`config.mk`:
```
export PLATFORM = sky130hd
export DESIGN_NAME = cpu_sequencer
export DESIGN_NICKNAME = d
export VERILOG_FILES = /design/src/rtl/cpu_sequencer.sv
export SDC_FILE = /design/constraint.sdc
export NUM_CORES = 1
export LEC_CHECK = 0
export ABC_AREA = 1
export BUFFER_PORTS_ARGS = -buffer_cell sky130_fd_sc_hd__buf_4
export CAP_MARGIN = 20
export CORE_AREA = 2 2 39 41
export CTS_CLUSTER_SIZE = 16
export DETAILED_ROUTE_END_ITERATION = 8
export DIE_AREA = 0 0 41 43
export MAX_ROUTING_LAYER = met4
export PLACE_DENSITY = 0.71
export SLEW_MARGIN = 15
export SYNTH_ARGS = -nofsm -noshare
export SYNTH_HDL_FRONTEND = slang
export SYNTH_SLANG_ARGS = --single-unit
```
`constraint.sdc`:
```
create_clock -name clk -period 1.4 [get_ports clk]
set_clock_uncertainty 0.15 [all_clocks]
set_input_delay 0 -clock clk [delete_from_list [all_inputs] [get_ports clk]]
set_output_delay 0 -clock clk [all_outputs]
set_load 0.01 [all_outputs]
```
`src/rtl/cpu_sequencer.sv`:
```
// -----------------------------------------------------------------------------
// cpu_sequencer
//   8-phase instruction controller for the lab CPU. A 3-bit phase counter
//   steps through fetch (P0-P3) and execute (P4-P7); the control strobes are a
//   purely combinational decode of (phase, opcode, zero, halted), so they are
//   valid in the same cycle as the phase they belong to. HLT latches a halted
//   flag that freezes the phase counter until reset.
//
// Ports
//   clk     in   system clock, all state changes on posedge
//   rst_    in   asynchronous reset, active low
//   opcode  in   [2:0] opcode from the instruction register
//   zero    in   accumulator-is-zero flag
//   sel     out  address mux select (1 = PC, 0 = IR operand address)
//   rd      out  memory read enable
//   ld_ir   out  load instruction register
//   inc_pc  out  increment program counter
//   halt    out  machine halted
//   ld_pc   out  load program counter (jump)
//   data_e  out  drive data bus from accumulator
//   ld_ac   out  load accumulator
//   wr      out  memory write strobe
//   phase   out  [2:0] current phase number
// -----------------------------------------------------------------------------
module cpu_sequencer (
  input  logic       clk,
  input  logic       rst_,
  input  logic [2:0] opcode,
  input  logic       zero,
  output logic       sel,
  output logic       rd,
  output logic       ld_ir,
  output logic       inc_pc,
  output logic       halt,
  output logic       ld_pc,
  output logic       data_e,
  output logic       ld_ac,
  output logic       wr,
  output logic [2:0] phase
);

  typedef enum logic [2:0] {
    P_INST_ADDR  = 3'd0,
    P_INST_FETCH = 3'd1,
    P_INST_LOAD  = 3'd2,
    P_IDLE       = 3'd3,
    P_OP_ADDR    = 3'd4,
    P_OP_FETCH   = 3'd5,
    P_ALU_OP     = 3'd6,
    P_STORE      = 3'd7
  } phase_t;

  localparam logic [2:0] OP_HLT = 3'd0;
  localparam logic [2:0] OP_SKZ = 3'd1;
  localparam logic [2:0] OP_ADD = 3'd2;
  localparam logic [2:0] OP_AND = 3'd3;
  localparam logic [2:0] OP_XOR = 3'd4;
  localparam logic [2:0] OP_LDA = 3'd5;
  localparam logic [2:0] OP_STO = 3'd6;
  localparam logic [2:0] OP_JMP = 3'd7;

  phase_t r_phase;
  logic   r_halted;
  phase_t w_phase_next;
  logic   w_halted_next;
  logic   w_aluop;

  // State register. Once halted, the phase is frozen; only reset clears it.
  always_ff @(posedge clk or negedge rst_) begin
    if (!rst_) begin
      r_phase  <= P_INST_ADDR;
      r_halted <= 1'b0;
    end else begin
      r_phase  <= w_phase_next;
      r_halted <= w_halted_next;
    end
  end

  // Next state plus output decode.
  always_comb begin
    w_phase_next  = r_phase;
    w_halted_next = r_halted;
    sel    = 1'b0;
    rd     = 1'b0;
    ld_ir  = 1'b0;
    inc_pc = 1'b0;
    halt   = 1'b0;
    ld_pc  = 1'b0;
    data_e = 1'b0;
    ld_ac  = 1'b0;
    wr     = 1'b0;

    w_aluop = (opcode == OP_ADD) || (opcode == OP_AND) ||
              (opcode == OP_XOR) || (opcode == OP_LDA);

    if (!r_halted) begin
      w_phase_next = phase_t'(r_phase + 3'd1);
      // The counter still advances out of P4 on the edge that sets halted,
      // so a halted machine rests in P5.
      if (r_phase == P_OP_ADDR && opcode == OP_HLT) begin
        w_halted_next = 1'b1;
      end
    end

    // Reset masks the decode as well, otherwise P0 would show sel=1 while
    // rst_ is held low.
    if (!rst_) begin
      // all strobes stay 0
    end else if (r_halted) begin
      halt = 1'b1;
    end else begin
      unique case (r_phase)
        P_INST_ADDR: begin
          sel = 1'b1;
        end
        P_INST_FETCH: begin
          sel = 1'b1;
          rd  = 1'b1;
        end
        P_INST_LOAD, P_IDLE: begin
          sel   = 1'b1;
          rd    = 1'b1;
          ld_ir = 1'b1;
        end
        P_OP_ADDR: begin
          inc_pc = 1'b1;
          halt   = (opcode == OP_HLT);
        end
        P_OP_FETCH: begin
          rd = w_aluop;
        end
        P_ALU_OP: begin
          rd     = w_aluop;
          // A second PC increment skips the next instruction.
          inc_pc = (opcode == OP_SKZ) && zero;
          ld_pc  = (opcode == OP_JMP);
          data_e = (opcode == OP_STO);
        end
        P_STORE: begin
          rd     = w_aluop;
          ld_ac  = w_aluop;
          ld_pc  = (opcode == OP_JMP);
          data_e = (opcode == OP_STO);
          wr     = (opcode == OP_STO);
        end
        default: begin
        end
      endcase
    end
  end

  assign phase = r_phase;

endmodule
```
==> impl_metrics.ini <==
[finish]
final_util = 0.599
nets = 107
final_common_cell = buf_4
n_antenna_cell = 0
drive_gt1_frac = 0.613
finalInstanceArea_um2 = 828
layout_common_cells = 22 x buf_4, 11 x nand2_1, 6 x inv_1
multi_input_area_um2 = 374
fillers = 134
area_growth_syn_to_layout_pct = 86.5
layoutNonFillerInstCount = 109
area.sequential_um2 = 104

[clocking]
clk_path_buf_depth = 2
cts-root-buf = clkbuf_4
cts_tree = done
clk_pin_slew_ns = 0.04
cts_max_level = 1
clkSinkCount = 4
cts_buffers = 3
insertion_delay_ns = 0.24

[timing]
min_period_ns = 1.59
final_hold_viol_count = 0
holdWs_ns = 0.296
maxSlewViolCount = 0
fin_crit_sh = 1.14
tightest_slew_ns = 0.227
worst_slack_ns = -0.195
clock.fmax_ghz = 0.627
setup_tns_ns = -1.17
slew_headroom = 0.849
rsz0062_at_grt = true
setup_viol = 9

[placed_design]
post_dp_cell_area_um2 = 611
dp_cells = 97
dpl.hpwl_um = 738
post-place-ws_ns = 0.000554
place_congestion = 0.695
numPortBuffers = 17

[global_routing]
antenna_found_initial = 0
grt_max_degree = 8
grt_usage = 0.143
first_global_vias = 442
grt-ovfl-total = 0
grt_first_pass_wirelength_um = 1660

[synthesis]
synth_top_area_share = 0.225
avgSynthCellArea_um2 = 7.28
synth_edf_count = 0
ys_ff_latch = 4
synth_area_leader_cell = dfrtp_1
synthFlopType = dfrtp_1
ys_seq_area_frac = 0.225
synthCells = 61
yosysUniqueCellTypes = 20
synthArstFlopShare = 1.00
syn-num-nets = 73
yosysWarnings = 0
netlist_area_um2 = 444
ys_top_cells_by_area = dfrtp_1 23%, ha_1 17%, nand2_1 9.3%, inv_1 8.5%, a21oi_2 5.9%

[outcome]
violations = negative setup slack
outcome = finished with violations

[worst_setup_path]
rrSetupSlack_ns = 0.13
arrival_ns = 1.44
critPathMaxFanout = 4
critPathKind = flop to output pin
r2r-end = phase[2]
cp-start-kind = flop
worst-r2r-cell-count = 3
end_kind = output pin
r2r_start = phase[1]
critPathRequiredTime_ns = 1.25

[die]
start_util = 0.321
dieArea_mm2 = 0.00176
core.rowCount = 14
die_height_um = 43
io_pins = 18
coreArea_mm2 = 0.00138
die_x_um = 41

[min_path]
worstHoldEndpoint = inc_pc
hp-start = zero
hp-class = input pin to output pin
hold_depth = 6

[drt]
drt_wl_total_um = 1100
ant_nets = 0
avgViaCountPerCell = 4.51
drc_errors = 0
wl_per_cell_um = 10.1
num_vias = 492
drtPass1Iterations = 2
first_iter_violations = 2

[power]
peakVddDrop_mv = 0.285
leakage_nw = 0.362
power_mw = 0.299
p_per_area_mw_per_mm2 = 361

[flow_run]
drv_cap = 0
## where the power goes
group / total, mW / switching [mW] / internal [mW]
Sequential: 0.116 / 0 / 0.116
Clock: 0.142 / 0.0464 / 0.0958
Combinational: 0.0408 / 0.0183 / 0.0225
Total: 0.299 / 0.0647 / 0.235
## critical path, cell delays in order (launching register included)
cell and delay (ns):
dfrtp_2 0.45, buf_6 0.14, ha_4 0.17, nand2_2 0.08, nand2_2 0.07, nor2_4 0.12, a21oi_2 0.05, buf_4 0.14
## flip-flops by register name, summed over array words and instances (netlist names)
| signal | count |
|---|---|
| r_halted | 1 |
| phase | 3 |
## Yosys cell counts, types with 2 or more instances
cell type and instances:
nor2_2 2, nand2_1 11, inv_1 10, nor2_1 5
dfrtp_1 4, a21oi_1 3, nand4_1 2, a21oi_2 3
ha_1 6, nand2_2 3, nand3_1 3
## how the worst max path moves through the flow
stage,start,endpoint,slack [ns],depth (start not counted)
after floorplan,phase[0],rd,0.07,6
after global placement,phase[1],sel,0.03,7
after detailed placement,phase[0],rd,0.0006,7
after CTS,phase[1],rd,-0.19,7
after global routing,phase[1],rd,-0.26,7
final,phase[1],sel,-0.19,7
## area by class of cell
cell class / count / area share
clock buffer: 3 / 0.0272
inverter: 12 / 0.0604
tap: 16 / 0.0242
sequential: 4 / 0.125
multi-input combinational: 44 / 0.452
timing repair buffer: 30 / 0.311
## cell families (layout without fill, tap and decap cells)
group | count (synthesis) | in the layout | share of synthesized area
AO/OA/AOI/OAI | 8 | 8 | 0.115
AND/OR/NAND/NOR | 29 | 29 | 0.338
buffers and inverters | 13 | 45 | 0.132
adder cells (fa/ha/maj) | 6 | 6 | 0.169
XOR/XNOR | 1 | 1 | 0.0197
flip-flops | 4 | 4 | 0.225
## timing repair
| item | in CTS | in global routing |
|---|---|---|
| hold endpoints to repair | 5 | 0 |
| resized for setup | 22 | 4 |
| hold buffers | 5 | 0 |
| cloned | 0 | 0 |
| pin swaps | 5 | 6 |
| endpoints found under the setup margin | 9 | 9 |
| setup buffers | 2 | 2 |
## metal layers
metal,up-vias,part of all wire,GRT usage
li1,255,-,-
met1,224,0.39,0.139
met2,11,0.57,0.244
met3,2,0.028,0.0157
met4,0,0.015,0.100
met5,-,0,-
Power figures use the tool's default switching activity.
